`config.mk`:
```
export PLATFORM = sky130hd
export DESIGN_NAME = macguffin_arbiter
export DESIGN_NICKNAME = d
export VERILOG_FILES = /design/src/rtl/macguffin_pkg.sv /design/src/rtl/rr_pick.sv /design/src/rtl/macguffin_arbiter.sv
export SDC_FILE = /design/constraint.sdc
export NUM_CORES = 1
export LEC_CHECK = 0
export BUFFER_PORTS_ARGS = -buffer_cell sky130_fd_sc_hd__buf_2
export CORE_AREA = 2 2 262 264
export CTS_CLUSTER_SIZE = 24
export DETAILED_ROUTE_END_ITERATION = 6
export DIE_AREA = 0 0 264 266
export GPL_TIMING_DRIVEN = 1
export PLACE_DENSITY = 0.43
export SYNTH_ARGS = -nofsm -noshare
export SYNTH_HDL_FRONTEND = slang
export SYNTH_HIERARCHICAL = 1
export SYNTH_SLANG_ARGS = --single-unit
```
`constraint.sdc`:
```
create_clock -name clk -period 8.5 [get_ports clk]
set_input_delay 1.7 -clock clk [delete_from_list [all_inputs] [get_ports clk]]
set_output_delay 1.7 -clock clk [all_outputs]
set_load 0.005 [all_outputs]
```
`src/rtl/macguffin_pkg.sv`:
```
// Shared types for the MacGuffin core arbiter: block width, block type and arbiter states.
package macguffin_pkg;

  localparam int unsigned BLOCK_W = 64;

  typedef logic [BLOCK_W-1:0] block_t;

  typedef enum logic [1:0] {
    StIdle,
    StIssue,
    StWait,
    StDeliver
  } arb_state_e;

  // Index increment modulo n, for non-power-of-two channel counts.
  function automatic int unsigned wrap_inc(input int unsigned idx, input int unsigned n);
    return (idx + 1 >= n) ? 0 : idx + 1;
  endfunction

endpackage

```
`src/rtl/rr_pick.sv`:
```
// Combinational round-robin picker: first asserted request at or above ptr_i, wrapping around.
module rr_pick #(
  parameter int unsigned N_CH = 4
) (
  input  logic [N_CH-1:0]         req_i,
  input  logic [$clog2(N_CH)-1:0] ptr_i,
  output logic [$clog2(N_CH)-1:0] gnt_idx_o,
  output logic                    any_req_o
);

  localparam int unsigned IdxW = $clog2(N_CH);

  logic [IdxW-1:0] cand;

  always_comb begin
    gnt_idx_o = '0;
    any_req_o = 1'b0;
    cand      = '0;
    for (int unsigned k = 0; k < N_CH; k++) begin
      cand = IdxW'((32'(ptr_i) + k) % N_CH);
      if (!any_req_o && req_i[cand]) begin
        gnt_idx_o = cand;
        any_req_o = 1'b1;
      end
    end
  end

endmodule

```
`src/rtl/macguffin_arbiter.sv`:
```
// Round-robin sharing of one non-pipelined MacGuffin core between N_CH AXI-Stream requesters;
// one block in flight, result returned to the channel that supplied it.
module macguffin_arbiter
  import macguffin_pkg::*;
#(
  parameter int unsigned N_CH = 4
) (
  input  logic                          clk,
  input  logic                          rst,
  input  logic [N_CH-1:0][BLOCK_W-1:0]  s_axis_tdata,
  input  logic [N_CH-1:0]               s_axis_tvalid,
  output logic [N_CH-1:0]               s_axis_tready,
  output logic [N_CH-1:0][BLOCK_W-1:0]  m_axis_tdata,
  output logic [N_CH-1:0]               m_axis_tvalid,
  input  logic [N_CH-1:0]               m_axis_tready,
  output logic [BLOCK_W-1:0]            core_m_tdata,
  output logic                          core_m_tvalid,
  input  logic                          core_m_tready,
  input  logic [BLOCK_W-1:0]            core_s_tdata,
  input  logic                          core_s_tvalid,
  output logic                          core_s_tready,
  output logic                          busy,
  output logic [$clog2(N_CH)-1:0]       owner
);

  localparam int unsigned IdxW = $clog2(N_CH);

  if (N_CH < 2 || N_CH > 8) begin : g_bad_param
    $error("macguffin_arbiter: N_CH must be in 2..8");
  end

  arb_state_e      state_q, state_d;
  logic [IdxW-1:0] rr_ptr_q, rr_ptr_d;
  logic [IdxW-1:0] owner_q, owner_d;
  block_t          blk_q, blk_d;
  block_t          res_q, res_d;

  logic [IdxW-1:0] gnt_idx;
  logic            any_req;

  rr_pick #(
    .N_CH (N_CH)
  ) u_rr_pick (
    .req_i     (s_axis_tvalid),
    .ptr_i     (rr_ptr_q),
    .gnt_idx_o (gnt_idx),
    .any_req_o (any_req)
  );

  always_comb begin
    state_d       = state_q;
    rr_ptr_d      = rr_ptr_q;
    owner_d       = owner_q;
    blk_d         = blk_q;
    res_d         = res_q;
    s_axis_tready = '0;
    m_axis_tvalid = '0;
    m_axis_tdata  = '0;
    core_m_tvalid = 1'b0;
    core_m_tdata  = '0;
    core_s_tready = 1'b0;

    unique case (state_q)
      StIdle: begin
        // Ready is withheld while reset is asserted so no block is accepted and then dropped.
        if (any_req && !rst) begin
          s_axis_tready[gnt_idx] = 1'b1;
          blk_d                  = s_axis_tdata[gnt_idx];
          owner_d                = gnt_idx;
          state_d                = StIssue;
        end
      end
      StIssue: begin
        core_m_tvalid = 1'b1;
        core_m_tdata  = blk_q;
        if (core_m_tready) begin
          state_d = StWait;
        end
      end
      StWait: begin
        core_s_tready = 1'b1;
        if (core_s_tvalid) begin
          res_d   = core_s_tdata;
          state_d = StDeliver;
        end
      end
      StDeliver: begin
        m_axis_tvalid[owner_q] = 1'b1;
        m_axis_tdata[owner_q]  = res_q;
        if (m_axis_tready[owner_q]) begin
          rr_ptr_d = IdxW'(wrap_inc(32'(owner_q), N_CH));
          state_d  = StIdle;
        end
      end
      default: state_d = StIdle;
    endcase
  end

  always_ff @(posedge clk or posedge rst) begin
    if (rst) begin
      state_q  <= StIdle;
      rr_ptr_q <= '0;
      owner_q  <= '0;
      blk_q    <= '0;
      res_q    <= '0;
    end else begin
      state_q  <= state_d;
      rr_ptr_q <= rr_ptr_d;
      owner_q  <= owner_d;
      blk_q    <= blk_d;
      res_q    <= res_d;
    end
  end

  assign busy  = (state_q != StIdle);
  assign owner = owner_q;

endmodule

```
Word-level counts from Yosys, hierarchy flattened

Index checks and enable logic that the tools add are counted.

Register bits after elaboration: 134
Bits of input ports: 332
Output and inout bits: 333
Word-level logic and storage cells: 81

Add/subtract/negate cells: 4
Magnitude comparators: 9
Eq/ne operators: 7
Multiplexer cells: 39
Bitwise operators: 1
Reductions and logical operators: 16

Operators with widths:

| kind                | number |
|---|---|
| $and 256x256->256   | 1 |
| $mux 256            | 1 |
| $mux 64             | 3 |
| $bmux 64 s2         | 1 |
| $demux 64 s2        | 1 |
| $lt 2x3->1 const B  | 6 |
| $mux 2              | 9 |
| $mux 1              | 13 |
| $mux 4              | 3 |
| $bmux 1 s2          | 5 |
| $ne 2x2->1 const B  | 4 |
| $pmux 2 s4          | 1 |
| $logic_and 1x1->1   | 6 |
| $reduce_and 2->1    | 3 |
| $add 2x2->2 const B | 2 |
| $demux 1 s2         | 2 |
| $eq 2x2->1 const B  | 2 |
| $ge 2x1->1 const B  | 2 |
| $logic_not 1->1     | 4 |
| $reduce_and 4->1    | 1 |
| $add 2x1->3 const B | 1 |
| $ge 3x3->1 const B  | 1 |
| $add 2x1->2 const B | 1 |
| $eq 2x1->1 const B  | 1 |
| other kinds (2)     | 2 |

Longest topological paths before layout

Depth after elaboration: 18
Gate-level depth with buffers: 9
Depth with buffers taken out: 6

Hierarchy

Netlist, hierarchy kept.

Modules (own cells, without submodules):

| module            | instances | cells an instance | area an instance (um2) | seq. area each (um2) |
|---|---|---|---|---|
| macguffin_arbiter | 1         | 922               | 9031.2                 | 3353.2 |
| rr_pick           | 1         | 15                | 77.6                   | 0.0 |

Least setup slack after synthesis

Ideal clock, no wire load.

Path kind: input to output
From: input port rst
To: output port s_axis_tready[2]
Data arrival time: 5.371 ns
Data required time: 6.800 ns
Slack: 1.429 ns
Stages: 4
Path buffers: 1
Path through: inv_1 nand3_1 buf_2 nor3b_1

Word-level cells in the longest chain between the ends: 4

Ends and longest elaborated chain:

| item                      | line                    | RTL |
|---|---|---|
| start, declared           | macguffin_arbiter.sv:9  | `input logic rst,` |
| $logic_not 1->1 (no line) | --                      |  |
| $logic_and 1x1->1         | macguffin_arbiter.sv:66 | `if (any_req && !rst) begin` |
| $mux 4                    | macguffin_arbiter.sv:66 |  |
| $mux 4                    | macguffin_arbiter.sv:63 | `unique case (state_q)` |
| end, declared             | macguffin_arbiter.sv:12 | `output logic [N_CH-1:0] s_axis_tready,` |

Every way passes these cells.

Worst setup path in the final report

From: input port rst
To: output port s_axis_tready[0]

The elaborated chain is that of the path after synthesis.

==> flow_summary.yaml <==
outcome:
  status: "finished clean"
drt:
  drt_iter0_drc: 396
  avgViaCountPerCell: 3.969
  drc: 0
  dr_total_vias: 9649
  first_pass_iters: 4
  drtAntennaViolNets: 0
  wl_per_cell_um: 20.30
  postRouteWirelength_mm: 49.35
yosys:
  syn_inst: 937
  synth_edf_count: 0
  synth_top_area_cell: "dfrtp_1"
  synth_area_leaders: "dfrtp_1, and3_1, mux4_2, mux2_2, nand2_1"
  syn_avg_cell_area_um2: 9.721
  synth_top_area_share: 0.3681
  yosysUniqueCellTypes: 26
  synth_common_cells: "and3_1, nand2_1, dfrtp_1"
  ys_seq_area_frac: 0.3681
  yosys.cell_count.top_type: "and3_1"
  synth_seq_cells: 134
  ys_warn_count: 6
  syn_nets: 1278
  async_flop_share: 1.000
  syn_area_um2: 9109
  ys.flop_type: "dfrtp_1"
sta:
  fin_crit_ps: 5389
  max-slew-margin-rel: 0.1720
  slew_viol_final: 0
  clock_skew_ps: 12.96
  timing.fmax_mhz: 185.6
  timing.final.crit_share: 0.6339
  rsz0062_at_grt: "false"
  fin_ws_ps: 3111
  finalHoldViolCount: 0
  tns_ps: 0
  setup-violations-final: 0
  worstMarginPinSlew_ps: 1242
critical_path:
  startpoint_type: "primary input"
  startpoint: "rst"
  rr_endpoint: "blk_q[13]"
  critPathKind: "in -> out"
  crit_path_end_kind: "primary output"
  r2r_setup_slack_ps: 5450
  r2r-start: "rr_ptr_q[0]"
  path_max_fanout: 78
  required_ps: 6800
  cp_data_arrival_time_ps: 3690
  reg2reg_depth: 8
cells_and_area:
  nets: 1868
  finish.utilization: 0.2042
  fin_area_um2: 13830
  drive_above_1_share: 0.5487
  final.fill_count: 7614
  syn_to_final_growth_pct: 51.85
clock_network:
  cts_max_level: 4
  cts_tree: "yes"
  clock_latency_ps: 470
  postCtsSetupBuffers: 0
  post_cts_resize_count: 0
  clkSinkCount: 134
  clk_pin_slew_ps: 60
  cts_hold_buf: 0
  clockBufferDepth: 2
  cts_inserted_buffers: 17
  root_buffer: "clkbuf_16"
floorplan:
  dieWidth_um: 264
  rows: 96
  floorplan.initialDensity: 0.1345
  ios: 665
  fp.dieArea_um2: 70220
  die_h_um: 266
  core_um2: 67750
power_and_ir_drop:
  pwr_density_cell_nw_per_um2: 294.2
  peakVddDrop_v: 0.0001113
  p_leak_nw: 8.207
global_routing:
  antenna_found_initial: 34
  grt_remaining_overflow: 0
  grt_max_degree: 160
  grt_pass1_wl_mm: 68.32
  grt_pass1_vias: 9388
  track_usage: 0.1365
min_path:
  hold_depth: 2
  hold_start: "blk_q[53]"
  hp-class: "reg -> reg"
  hold-path-endpoint: "blk_q[53]"
flow_run:
  cap_violations: 0
place:
  pre_cts_ws_ps: 2955
  gp_congestion: 0.8204
  dpl.hpwl_mm: 39.90
  portBuffers: 664
  place_area_um2: 13210
==> through the flow <==
step	power, mW	cells	hold slack (ps)
2_1_floorplan	2.457	937	437.4
3_3_place_gp	3.303	2390	453.2
3_5_place_dp	3.352	2390	455.0
4_1_cts	4.172	2422	470.3
5_1_grt	4.394	2425	490.0
6_report	4.070	2431	468.1
==> cells in the final DEF (no fill, tap or decap), types with 7 or more instances in the layout <==
master       n
diode_2      9
buf_2      664
mux4_2      64
and2_1      68
clkbuf_16   17
inv_1       11
nand2_1    196
mux2_2      66
buf_4        7
and3_1     257
dfrtp_1    134
==> layer usage <==
layer	GRT usage	vias to the layer above	share of wire	wire, um
met3	0.04510	87	0.079	3893
met1	0.1547	4558	0.40	19540
met4	0.04407	16	0.026	1273
met5	0	-	0.0021	104
met2	0.2410	508	0.50	24540
li1	-	4480	-	-
==> sequential cells by signal, indices dropped and copies added (netlist names) <==
signal / flops
blk_q: 64
res_q: 64
owner: 2
rr_ptr_q: 2
state_q: 2
==> how the worst max path moves through the flow <==
stage / endpoint / slack [ps]
floorplan: s_axis_tready[2] / 1430
global placement: s_axis_tready[2] / 2980
detailed placement: s_axis_tready[0] / 2950
CTS: s_axis_tready[0] / 2960
global route: s_axis_tready[0] / 2700
finish: s_axis_tready[0] / 3110
==> cell type report <==
| cell class | instances | area (um^2) | share of cell area |
|---|---|---|---|
| Multi-Input combinational cell | 690 | 5324 | 0.3849 |
| Tap cell | 882 | 1104 | 0.07978 |
| Antenna cell | 9 | 22.52 | 0.001628 |
| Clock inverter | 12 | 142.6 | 0.01031 |
| Timing Repair Buffer | 671 | 3376 | 0.2441 |
| Sequential cell | 134 | 3353 | 0.2424 |
| Clock buffer | 20 | 456.7 | 0.03302 |
| Inverter | 13 | 53.80 | 0.003890 |
==> worst max-delay path, cell delays in order <==
cell and delay, ps:
buf_2 130, inv_6 510, nand3_4 750, nor3_1 390, buf_2 170
==> kinds of logic (layout without fill, tap and decap cells) <==
group,after synthesis,count (layout),share of synthesized area
compound gates,10,10,0.007005
fa+ha+maj,9,9,0.01236
buf+inv,113,716,0.05563
flops,134,134,0.3681
mux,134,134,0.2444
other cells,0,9,0
simple gates,537,537,0.3125
==> power breakdown <==
group          leakage, nW  switching [mW]  internal (mW)
Combinational         6.30            1.04          0.885
Sequential            1.63           0.414          0.950
Clock                0.280           0.329          0.451
Total                 8.21            1.78           2.29
Power figures use the tool's default switching activity.
